File: src/rtl/page_read_exec.sv
// page_read_exec: runs one NAND page read at a time -- command/address issue, busy wait, data transfer.
// Define PAGE_BUSY_TIMEOUT_EN to bound the busy wait to TIMEOUT_CYC cycles.
module page_read_exec #(
  parameter int DW          = 32,
  parameter int TIMEOUT_CYC = 1000000
) (
  input  logic              clk,
  input  logic              rst,
  input  logic              i_page_cmd_valid,
  input  logic [15:0]       i_page_cmd,
  input  logic              i_page_cmd_last,
  input  logic [15:0]       i_page_cmd_id,
  input  logic [47:0]       i_page_addr,
  input  logic [31:0]       i_page_cmd_param,
  output logic              o_page_cmd_ready,
  output logic              o_nf_cmd_valid,
  output logic [7:0]        o_nf_opcode,
  output logic [47:0]       o_nf_addr,
  output logic [2:0]        o_nf_way,
  input  logic              i_nf_cmd_ready,
  input  logic              i_nf_rb,
  input  logic              i_nf_data_valid,
  input  logic [DW-1:0]     i_nf_data,
  output logic              o_nf_data_ready,
  output logic              o_rdata_valid,
  output logic [DW-1:0]     o_rdata,
  output logic [DW/8-1:0]   o_rdata_keep,
  output logic              o_rdata_last,
  output logic [15:0]       o_rdata_id,
  input  logic              i_rdata_ready,
  output logic              o_page_done,
  output logic              o_err
);
  localparam int BYTES = DW / 8;

  typedef enum logic [2:0] {IDLE, ISSUE, BUSY_WAIT, XFER, DONE} state_t;

  state_t       state_q, state_d;
  logic         ready_q, ready_d;
  logic [7:0]   op_q, op_d;
  logic [15:0]  id_q, id_d;
  logic [47:0]  addr_q, addr_d;
  logic [15:0]  len_q, len_d;
  logic [2:0]   way_q, way_d;
  logic         last_q, last_d;
  logic         err_q, err_d;
  logic [1:0]   guard_q, guard_d;
  logic [15:0]  beat_q, beat_d;
`ifdef PAGE_BUSY_TIMEOUT_EN
  logic [31:0]  tmo_q, tmo_d;
`endif

  logic [16:0]  len_round;
  logic [15:0]  total_beats;
  logic [15:0]  len_rem;
  logic         final_beat;
  logic         beat_fire;
  logic         accept;
  logic         bad_cmd;
  logic         unused_bits;

  // Column and the opcode's low byte travel inside the address / are don't-care here.
  assign unused_bits = ^{i_page_cmd[7:0], i_page_cmd_param[15:4], 32'(TIMEOUT_CYC)};

  assign len_round   = {1'b0, len_q} + 17'(BYTES - 1);
  assign total_beats = 16'(len_round / 17'(BYTES));
  assign len_rem     = len_q % 16'(BYTES);
  assign final_beat  = (beat_q == total_beats - 16'd1);
  assign beat_fire   = i_nf_data_valid && i_rdata_ready;
  assign accept      = i_page_cmd_valid && ready_q;
  assign bad_cmd     = !((i_page_cmd[15:8] == 8'h30) || (i_page_cmd[15:8] == 8'h35))
                       || !i_page_cmd_param[0];

  always_ff @(posedge clk) begin
    if (rst) begin
      state_q <= IDLE;
      ready_q <= 1'b0;
      op_q    <= '0;
      id_q    <= '0;
      addr_q  <= '0;
      len_q   <= '0;
      way_q   <= '0;
      last_q  <= 1'b0;
      err_q   <= 1'b0;
      guard_q <= '0;
      beat_q  <= '0;
`ifdef PAGE_BUSY_TIMEOUT_EN
      tmo_q   <= '0;
`endif
    end else begin
      state_q <= state_d;
      ready_q <= ready_d;
      op_q    <= op_d;
      id_q    <= id_d;
      addr_q  <= addr_d;
      len_q   <= len_d;
      way_q   <= way_d;
      last_q  <= last_d;
      err_q   <= err_d;
      guard_q <= guard_d;
      beat_q  <= beat_d;
`ifdef PAGE_BUSY_TIMEOUT_EN
      tmo_q   <= tmo_d;
`endif
    end
  end

  always_comb begin
    state_d = state_q;
    op_d    = op_q;
    id_d    = id_q;
    addr_d  = addr_q;
    len_d   = len_q;
    way_d   = way_q;
    last_d  = last_q;
    err_d   = err_q;
    guard_d = guard_q;
    beat_d  = beat_q;
`ifdef PAGE_BUSY_TIMEOUT_EN
    tmo_d   = tmo_q;
`endif
    case (state_q)
      IDLE: begin
        if (accept) begin
          op_d    = i_page_cmd[15:8];
          id_d    = i_page_cmd_id;
          addr_d  = i_page_addr;
          len_d   = i_page_cmd_param[31:16];
          way_d   = i_page_cmd_param[3:1];
          last_d  = i_page_cmd_last;
          err_d   = bad_cmd;
          beat_d  = '0;
          state_d = bad_cmd ? DONE : ISSUE;
        end
      end
      ISSUE: begin
        if (i_nf_cmd_ready) begin
          state_d = BUSY_WAIT;
          guard_d = '0;
`ifdef PAGE_BUSY_TIMEOUT_EN
          tmo_d   = '0;
`endif
        end
      end
      BUSY_WAIT: begin
        // R/B# may not have fallen yet right after the command (tWB), so its first two samples are ignored.
        if (guard_q != 2'd2) begin
          guard_d = guard_q + 2'd1;
        end else if (i_nf_rb) begin
          state_d = ((op_q == 8'h30) && (len_q != 16'd0)) ? XFER : DONE;
        end
`ifdef PAGE_BUSY_TIMEOUT_EN
        if (state_d == BUSY_WAIT) begin
          if (tmo_q == 32'(TIMEOUT_CYC - 1)) begin
            state_d = DONE;
            err_d   = 1'b1;
          end else begin
            tmo_d = tmo_q + 32'd1;
          end
        end
`endif
      end
      XFER: begin
        if (beat_fire) begin
          if (final_beat) state_d = DONE;
          else            beat_d  = beat_q + 16'd1;
        end
      end
      DONE:    state_d = IDLE;
      default: state_d = IDLE;
    endcase
    ready_d = (state_d == IDLE);
  end

  always_comb begin
    o_page_cmd_ready = ready_q;
    o_nf_cmd_valid   = (state_q == ISSUE);
    o_nf_opcode      = op_q;
    o_nf_addr        = addr_q;
    o_nf_way         = way_q;
    o_rdata_id       = id_q;
    o_rdata_valid    = 1'b0;
    o_nf_data_ready  = 1'b0;
    o_rdata          = '0;
    o_rdata_keep     = '0;
    o_rdata_last     = 1'b0;
    if (state_q == XFER) begin
      o_rdata_valid   = i_nf_data_valid;
      o_nf_data_ready = i_rdata_ready;
      o_rdata         = i_nf_data;
      for (int b = 0; b < BYTES; b++) begin
        o_rdata_keep[b] = !final_beat || (len_rem == 16'd0) || (16'(b) < len_rem);
      end
      o_rdata_last    = final_beat && last_q;
    end
    o_page_done = (state_q == DONE);
    o_err       = (state_q == DONE) && err_q;
  end

endmodule

File: config.mk
export PLATFORM = sky130hd
export DESIGN_NAME = page_read_exec
export DESIGN_NICKNAME = d
export VERILOG_FILES = /design/src/rtl/page_read_exec.sv
export SDC_FILE = /design/constraint.sdc
export NUM_CORES = 1
export LEC_CHECK = 0
export CAP_MARGIN = 20
export CORE_MARGIN = 1.5
export CORE_UTILIZATION = 44
export DETAILED_ROUTE_END_ITERATION = 10
export HOLD_SLACK_MARGIN = 0.06
export PLACE_DENSITY_LB_ADDON = 0.15
export SLEW_MARGIN = 0
export SYNTH_ARGS = -nofsm -noshare
export SYNTH_HDL_FRONTEND = slang
export SYNTH_SLANG_ARGS = --single-unit
File: constraint.sdc
create_clock -name clk -period 8.3 [get_ports clk]
set_input_delay 2.49 -clock clk [delete_from_list [all_inputs] [get_ports clk]]
set_output_delay 2.49 -clock clk [all_outputs]
set_load 0.02 [all_outputs]
==> out/qor.yml, run 1 <==
initial_utilization_pct: 44.7
tightestPinTransition_ps: 1160
hold_viol: 0
fin_util_pct: 69.2
cts_root_buffer: "clkbuf_16"
hold_slack_ps: 451
syn_inst: 745
chipHeight_um: 116
place_congestion: 0.937
firstDrtPassIters: 5
synth-seq-cells: 115
grt_antenna_before_repair: 0
path_cells: "or2_2 -> nand2_1 -> xor2_1 -> ha_1 -> nand4b_1 -> nor4_1 -> a31o_2 -> xor2_1 -> or4_1 -> nor4_4 -> and3_2 -> clkdlybuf4s50_1"
post-place-cells: 1109
peakVddDrop_mv: 0.195
syn_area_mm2: 0.00562
cpPeakStageDelay_ps: 600
drv_slew: 0
fin_setup_tns_ps: 0
clock-skew-final_ps: 7.57
setup_violations: 0
nNetsFinal: 1111
seq_area_frac_synth_pct: 40.9
crit_required_ps: 5810
yosys.area_share.simple_pct: 32.5
post-cts-setup-buffers: 0
grt_pass1_vias: 5547
dieWidth_um: 116
hpwl_mm: 12.1
clockBufferDepth: 2
rows: 41
cts_resized: 0
cpMaxStageDelayCell: "clkdlybuf4s50_1"
die_area_mm2: 0.0135
finalNonFillerCells: 1141
cp_common_cell: "xor2_1"
portBuffers: 249
cts_hold_buf: 0
synth_fa_ha_area_share_pct: 0.667
synth_compound_area_share_pct: 16.6
grt_usage_pct: 26.3
power.density_mw_per_mm2: 179
grt_max_degree: 105
avgSynthCellArea_um2: 7.55
finalPower_mw: 1.55
grt_pass1_wl_mm: 27.5
ys.flop_type: "dfxtp_1"
crit_path_end_kind: "output port"
min_period_ps: 6980
wirelength_mm: 17.5
route.vias.total: 5974
synth-async-reset-ratio_pct: 0
syn_nets: 900
yosysWarnings: 0
p_leak_nw: 3.20
clk_latency_ps: 410
via_per_inst: 5.24
worstSetupPathType: "flip-flop to output port"
max_cap_viol_count: 0
rsz0062_at_grt: "false"
wl_per_cell_um: 15.4
drive_gt1_share_pct: 5.68
ant_nets: 0
clock.fmax_ghz: 0.143
cts_made_buffers: 17
start_kind: "flip-flop"
cp.arrival_ps: 4490
path_clk_slew_ps: 50
slew_headroom_pct: 22.3
htreeDepth: 4
synth_xor_area_share_pct: 3.23
timing.hold.worst.class: "flip-flop to flip-flop"
status: "finished, final reports clean"
synth_edf_count: 0
synth.distinct_cells: 62
fin_crit_sh_pct: 84.1
cts_tree: "built"
io_pins: 270
overflow: 0
core_mm2: 0.0126
cts.sinks: 115
crit_path_max_fanout: 13
synth.area.mux_share_pct: 1.18
antenna_cells: 0
synth_top_family_by_area: "simple AND/OR/NAND/NOR gates"
route.detailed.drc: 0
drt-initial-drc-count: 435
syn2layout_area_growth_pct: 54.6
[worst max-delay path, delay by kind of cell, from the launching register on]
kind                       cells  cell delay [ps]
and+or+nand+nor                7             2130
buffers and inverters          1              600
AOI/OAI and AO/OA              1              250
adders and majority gates      1              400
DFF                            1              390
xor gates and xnor gates       2              310
[final timing paths]
path / startpoint / depth (start not counted) / slack [ps] / to
max: len_q[0] / 12 / 1320 / o_rdata_last
max reg2reg: len_q[0] / 12 / 4460 / beat_q[13]
min reg2reg: o_nf_addr[5] / 2 / 450 / o_nf_addr[5]
min: o_nf_addr[5] / 2 / 450 / o_nf_addr[5]
[per-layer routing]
metal / share of wire [%] / track usage [%]
met1: 41 / 31.4
met2: 49 / 42.6
met3: 8.3 / 11.0
met4: 1.7 / 9.02
met5: 0 / 0
[registers in the layout, indices dropped and copies added, names as in the netlist]
| register | cells |
|---|---|
| guard_q | 2 |
| o_page_cmd_ready | 1 |
| o_nf_opcode | 8 |
| last_q | 1 |
| o_nf_addr | 48 |
| beat_q | 16 |
| len_q | 16 |
| o_nf_way | 3 |
| err_q | 1 |
| o_rdata_id | 16 |
| state_q | 3 |
[layout by cell type (no fill, tap or decap), types with 8 or more instances in the layout]
cell and count:
clkbuf_16 17, clkdlybuf4s50_1 248, xnor2_1 9, dfxtp_1 115
xor2_1 9, o21ai_1 8, nor2_1 24, nand2_1 205
inv_1 8, nand3_1 10, and3_1 40, or3_1 16
nor4_1 9, nor3_1 10, a21oi_1 112
[Yosys cell counts (all sizes together) (2+ instances only)]
cell | instances | area share [%]
a31oi | 2 | 0.22
nand2b | 6 | 0.67
nand3 | 10 | 0.89
and2 | 4 | 0.44
a2111oi | 3 | 0.47
o31a | 2 | 0.33
o211ai | 3 | 0.40
a221oi | 2 | 0.31
or2 | 5 | 0.56
mux2i | 4 | 0.71
nor2 | 25 | 1.7
and4b | 2 | 0.36
o21a | 2 | 0.27
xor2 | 9 | 1.4
nor2b | 4 | 0.44
clkbuf | 47 | 3.1
or3 | 18 | 2.0
ha | 3 | 0.67
nand4 | 6 | 0.67
dfxtp | 115 | 41
nand2 | 205 | 14
o31ai | 5 | 0.67
nor4 | 10 | 1.4
buf | 12 | 1.3
a21o | 2 | 0.29
a211oi | 7 | 0.93
nand3b | 2 | 0.27
o211a | 2 | 0.36
a21oi | 112 | 10
nor4b | 8 | 1.5
o21ai | 13 | 1.2
nor3 | 10 | 0.89
xnor2 | 9 | 1.4
mux2 | 2 | 0.47
inv | 8 | 0.53
or4 | 6 | 0.91
a31o | 2 | 0.31
nand4b | 3 | 0.47
nor3b | 4 | 0.53
o2111ai | 2 | 0.31
and3 | 41 | 4.6
[power breakdown]
group / internal, mW / switching, mW
registers: 0.575 / 0.0183
clock network: 0.439 / 0.271
logic: 0.129 / 0.120
[cells by family after synthesis]
| group | Yosys count |
|---|---|
| AOI/OAI and AO/OA | 163 |
| xor gates and xnor gates | 19 |
| adders and majority gates | 3 |
| buffers and inverters | 67 |
| DFF | 115 |
| muxes | 6 |
| and+or+nand+nor | 372 |
[cell type report]
class                           count  area, um^2
Clock inverter                     12         120
Fill cell                        1033        3870
Clock buffer                       20         467
Timing Repair Buffer              251        2500
Sequential cell                   115        2300
Inverter                            8        30.0
Tap cell                          172         215
Multi-Input combinational cell    563        3060
[through the flow]
stage | cell area, um^2 | setup WS (ps)
2_1_floorplan | 5620 | 2650
3_3_place_gp | 8110 | 1840
3_5_place_dp | 8110 | 1810
4_1_cts | 8700 | 1360
5_1_grt | 8700 | 1050
6_report | 8700 | 1320
(Power assumes the default switching activity.)
==> inputs of run 2 (changes only) <==
- CORE_UTILIZATION: 44 -> 41
- clock period: 8.3 -> 7.3 ns (I/O delays scaled with it)
==> out/qor.yml, run 2 (synthesis results as in run 1) <==
clock.fmax_ghz: 0.147
fin_setup_tns_ps: 0  # unchanged
cpMaxStageDelayCell: "nor4b_4"  # was clkdlybuf4s50_1
power_frac_seq_pct: 38.0  # was 38.2%
wl_per_cell_um: 15.4  # about the same
worstSetupPathType: "flip-flop to output port"  # unchanged
fin_util_pct: 65.4  # was 69.2%
cts_root_buffer: "clkbuf_16"  # unchanged
htreeDepth: 4  # unchanged
cts_tree: "built"  # unchanged
max_cap_viol_count: 0  # unchanged
nNetsFinal: 1113  # was 1111
hpwl_mm: 12.6  # was 12.1 mm
hold_viol: 0  # unchanged
intPower_mw: 1.33  # was 1.14 mW
drt-initial-drc-count: 368  # was 435
wl_met1_mm: 7.63  # was 7.16 mm
syn2layout_area_growth_pct: 54.7  # was 54.6%
setup_violations: 0  # unchanged
dieWidth_um: 120  # was 116 um
clkPwrFrac_pct: 45.9  # was 45.8%
overflow: 0  # unchanged
drv_slew: 0  # unchanged
path_cells: "or2_2 -> nand2_1 -> xor2_1 -> ha_1 -> or4b_2 -> and3b_1 -> a211oi_1 -> and4b_1 -> nor4b_4 -> a31oi_1 -> clkdlybuf4s50_1"  # was or2_2 -> nand2_1 -> xor2_1 -> ha_1 -> nand4b_1 -> nor4_1 -> a31o_2 -> xor2_1 -> or4_1 -> nor4_4 -> and3_2 -> clkdlybuf4s50_1
chipHeight_um: 120  # was 116 um
clk_latency_ps: 410  # about the same
ff_latch_area_mm2: 0.00230  # unchanged
crit_path_max_fanout: 23  # was 13
antenna_cells: 0  # unchanged
clockBufferDepth: 2  # unchanged
io_pins: 270  # unchanged
start_kind: "flip-flop"  # unchanged
path_delay_family: "simple AND/OR/NAND/NOR gates"  # unchanged
grt_max_degree: 96  # was 105
peakVddDrop_mv: 0.175  # was 0.195 mV
fin_crit_sh_pct: 93.0
place_congestion: 0.925  # was 0.937
fill_cells: 1179  # was 1033
cp.arrival_ps: 4600  # was 4490 ps
cpPeakStageDelay_ps: 860  # was 600 ps
rsz0062_at_grt: "false"  # unchanged
path_buf_inv: 1  # unchanged
largest_register_ffs: 48  # unchanged
grt_usage_pct: 24.5  # was 26.3%
switchingPower_mw: 0.444  # was 0.410 mW
multi_input_area_mm2: 0.00306  # unchanged
wl_met2_mm: 8.68  # was 8.63 mm
sw_frac_of_total_pct: 25.0  # was 26.4%
cts_resized: 0  # unchanged
cts_hold_buf: 0  # unchanged
p_leak_nw: 3.22  # was 3.20 nW
grt_antenna_before_repair: 0  # unchanged
top_layer: "met4"  # unchanged
dp_slack_ps: 980  # was 1810 ps
path_clk_slew_ps: 50  # about the same
crit_path_end_kind: "output port"  # unchanged
portBuffers: 249  # unchanged
route.vias.total: 5902  # was 5974
power.density_mw_per_mm2: 204  # was 179 mW/mm^2
slew_headroom_pct: 28.1  # was 22.3%
tightestPinTransition_ps: 1080  # was 1160 ps
via_per_inst: 5.15  # was 5.24
clock-skew-final_ps: 8.81  # was 7.57 ps
crit_required_ps: 5110  # was 5810 ps
firstDrtPassIters: 4  # was 5
core_mm2: 0.0133  # was 0.0126 mm^2
power_frac_comb_pct: 16.0  # about the same
hold_slack_ps: 450  # was 451 ps
mostFrequentLayoutCells: "clkdlybuf4s50_1 (248), nand2_1 (205), dfxtp_1 (115), a21oi_1 (112), and3_1 (40)"  # unchanged
initial_utilization_pct: 42.3  # was 44.7%
rows: 42  # was 41
wl_met3_mm: 1.14  # was 1.45 mm
grt_pass1_vias: 5731  # was 5547
status: "finished, final reports clean"  # unchanged
die_area_mm2: 0.0144  # was 0.0135 mm^2
wirelength_mm: 17.7  # was 17.5 mm
cts.sinks: 115  # unchanged
cts_made_buffers: 17  # unchanged
layout_commonest_cell: "clkdlybuf4s50_1"  # unchanged
finalPower_mw: 1.77  # was 1.55 mW
post-cts-setup-buffers: 0  # unchanged
route.detailed.drc: 0  # unchanged
timing.hold.worst.class: "flip-flop to flip-flop"  # unchanged
ant_nets: 0  # unchanged
grt_pass1_wl_mm: 28.2  # was 27.5 mm
min_period_ps: 6790
setup_ws_ps: 509  # was 1320 ps
drive_gt1_share_pct: 5.47  # was 5.68%
==> run 2: cell count changes in the layout (fill, tap and decap cells not counted), sizes merged <==
cell / before / now
clkbuf: 20 / 19
bufinv: 1 / 3
clkinv: 2 / 6
buf: 3 / 5
clkinvlp: 5 / 2
inv: 12 / 8
==> run 2: area by class of cell <==
class	count	area share [%]
clock buffers	19	4.98
flip-flops and latches	115	26.5
well taps	176	2.53
clock inverters	11	1.60
repair buffers	253	29.0
multi-input cells	563	35.1
inverters	8	0.345
==> run 2: power by group through the flow <==
stage	Combinational [mW]	Sequential [mW]	Clock, mW
6_report	0.284	0.675	0.815
5_1_grt	0.308	0.678	0.848
4_1_cts	0.286	0.674	0.825
3_5_place_dp	0.284	0.688	0
3_3_place_gp	0.282	0.687	0
2_1_floorplan	0.128	0.705	0
==> run 2: path summary, 6_finish.rpt <==
check / from / endpoint / slack [ps] / depth (start not counted)
min reg2reg: o_rdata_id[10] / o_rdata_id[10] / 450 / 2
max reg2reg: len_q[0] / beat_q[0] / 3220 / 11
min: o_rdata_id[10] / o_rdata_id[10] / 450 / 2
max: len_q[0] / o_rdata_keep[1] / 510 / 11
==> run 2: metrics by stage <==
step,area (um^2),instances
after floorplan,5620,745
after global placement,8130,1115
after detailed placement,8130,1115
after CTS,8700,1145
after global routing,8700,1145
final,8700,1145
==> run 2: tightest hold or removal path, stage by stage, from the launching register on <==
cell,delay (ps)
dfxtp_1,300
nand2_1,50
a21oi_1,50
==> run 2: layer usage <==
metal	GRT usage, %	up-vias
met2	40.9	145
met3	8.70	15
li1	-	3015
met4	7.14	0
met1	29.5	2727
met5	0	-
==> edit, RTL diff (settings of run 2) <==
`DW`: 32 -> 48.
--- a/src/rtl/page_read_exec.sv
+++ b/src/rtl/page_read_exec.sv
@@ -3,3 +3,3 @@
 module page_read_exec #(
-  parameter int DW          = 32,
+  parameter int DW          = 48,
   parameter int TIMEOUT_CYC = 1000000
Ports: changed (resized i_nf_data, o_rdata and o_rdata_keep); port bits go from 270 to 304. The function was not compared with the original's and may differ.
==> edit against run 2 <==
The flow now finishes with violations (negative setup slack). Setup slack lost 2.6 ns. Non-clock buffer count grew 238. Sequential power shrank 0.7%. Design area grew 59%. Wire length grew 79%. Sequential cell count is the same. Hold slack gained 0.0022 ns. Register-to-register slack lost 2.9 ns. Synthesized area grew 48%. Clock skew grew 0.0034 ns. Total power grew 42%. Cell count grew 64%.
==> edit: results (changes against run 2) <==
[critical_path]
r2r.worst_path.cells=33  ; +22
reg2reg_setup_slack_ns=0.37  ; -2.85 ns
arrival_ns=7.20  ; +2.60 ns
r2r-start=len_q[1]
cp_slowest_cell=or4_4
crit_fanout=6  ; -74%
critical_path.max_stage_delay_ns=0.46  ; -0.40 ns
rr_endpoint=beat_q[10]

[yosys]
synth_area_leaders=dfxtp_1 28%, nand2_1 12%, a21oi_1 9.2%, and2_1 4.3%, nor2_1 3.4%
ys_top_cells_by_count=258 x nand2_1, 153 x a21oi_1, 115 x dfxtp_1
synth_cell_type_count=94  ; +52%

[global_routing]
grt_usage_pct=29.3  ; +4.8 points
grt_pass1_vias=9885  ; +72%
grt_max_degree=99  ; +3.1%
grt_first_pass_wirelength_um=50200  ; +78%

[place]
gp_congestion=0.952  ; +2.9%
pre_cts_slack_ns=-2.32  ; -3.30 ns
portBuffers=283  ; +14%

[outcome]
status=complete, but fails checks
violations=negative setup slack

[pwr]
ir_drop_v=0.000212  ; +21%
p_int_uw=1630  ; +23%
p_leak_uw=0.00537  ; +67%

[sta]
fin_skew_ns=0.0122  ; +0.00336 ns
fin_tns_setup_ns=-12.36  ; -12.36 ns
layout_setup_ws_ns=-2.09  ; -2.60 ns
hold_slack_ns=0.452  ; +0.00216 ns
worst_pin_slew_ns=1.11  ; +0.0319 ns
setup_viol=6  ; +6

[routing]
detail_route.first_pass.iterations=5  ; +1
drt-total-wl_um=31600  ; +79%
num_vias=10183  ; +73%

[cells_and_area]
nets=1775  ; +59%
drive_gt1_share_pct=22.3  ; +17 points

[min_path]
hp-start=o_nf_addr[5]
hold_end=o_nf_addr[5]

-- edit: cell count changes in the layout (fill, tap and decap cells not counted), sizes merged, moves of 28 or more --
cell                  run 2  this run
buf                       5       215
a21oi                   112       156
and3                     41        11
nor2                     25        76
clkdlybuf4s50           248       276
nor3                     10        40
nand2                   205       258
and2                      4        57
o21ai                    13        45
-- edit: what timing repair did --
item / CTS / global route
endpoints found under the setup margin: 6 / 15
pin swaps: 43 / 18
buffers inserted: 26 / 8
resized for setup: 101 / 18
cloned: 2 / 0
-- edit: cell families after synthesis --
| logic type | count (synthesis) | share of synthesized area, % |
|---|---|---|
| adder cells (fa/ha/maj) | 8 | 1.21 |
| AND/OR/NAND/NOR | 574 | 34.5 |
| flip-flops | 115 | 27.7 |
| buffers and inverters | 105 | 5.49 |
| XOR/XNOR | 49 | 5.44 |
| AO/OA/AOI/OAI | 310 | 24.1 |
| multiplexers | 12 | 1.48 |
-- edit: power groups by stage --
stage | clock network (uW) | registers [uW] | logic (uW)
6_report | 791 | 670 | 1060
4_1_cts | 800 | 670 | 1020
3_3_place_gp | 0 | 684 | 941
2_1_floorplan | 0 | 704 | 530
5_1_grt | 829 | 673 | 1150
3_5_place_dp | 0 | 686 | 946
-- edit: worst max-delay path by stage --
stage | startpoint | to | slack [ns] | depth (start not counted)
5_1_grt | len_q[1] | o_rdata_keep[5] | -2.40 | 34
3_5_place_dp | len_q[2] | o_rdata_last | -2.32 | 29
6_report | len_q[1] | o_rdata_keep[5] | -2.09 | 31
2_1_floorplan | len_q[5] | o_rdata_keep[3] | -1.38 | 30
4_1_cts | len_q[0] | o_rdata_keep[5] | -2.11 | 29
3_3_place_gp | len_q[2] | o_rdata_last | -2.21 | 28
-- edit: worst max-delay path: cells and delay by family (launching register included) --
kind,cells,cell delay [ns]
buffers and inverters,6,0.95
adders and majority gates,2,0.39
DFF,1,0.38
and+or+nand+nor,12,3.40
AOI/OAI and AO/OA,11,1.64
-- edit: metrics by stage --
stage / std cells / cell area, sq um
global route: 1877 / 13800
finish: 1877 / 13800
floorplan: 1173 / 8500
CTS: 1868 / 13600
global placement: 1809 / 12600
detailed placement: 1809 / 12600
-- edit: routing by layer --
layer / global-route usage, % / vias up / routed length [um] / share of wire, %
met2: 51.0 / 339 / 15800 / 50
met1: 35.1 / 4774 / 12800 / 40
li1: - / 5016 / - / -
met4: 10.2 / 0 / 877 / 2.8
met3: 6.67 / 54 / 2180 / 6.9
met5: 0 / - / 0 / 0
-- edit: layout make-up --
class / instances / area [sq um]
multi-input combinational: 955 / 6060
fill: 1676 / 5820
timing repair buffer: 491 / 4470
sequential: 115 / 2340
clock buffer: 17 / 425
tap: 265 / 332
clock inverter: 15 / 131
inverter: 19 / 71.3
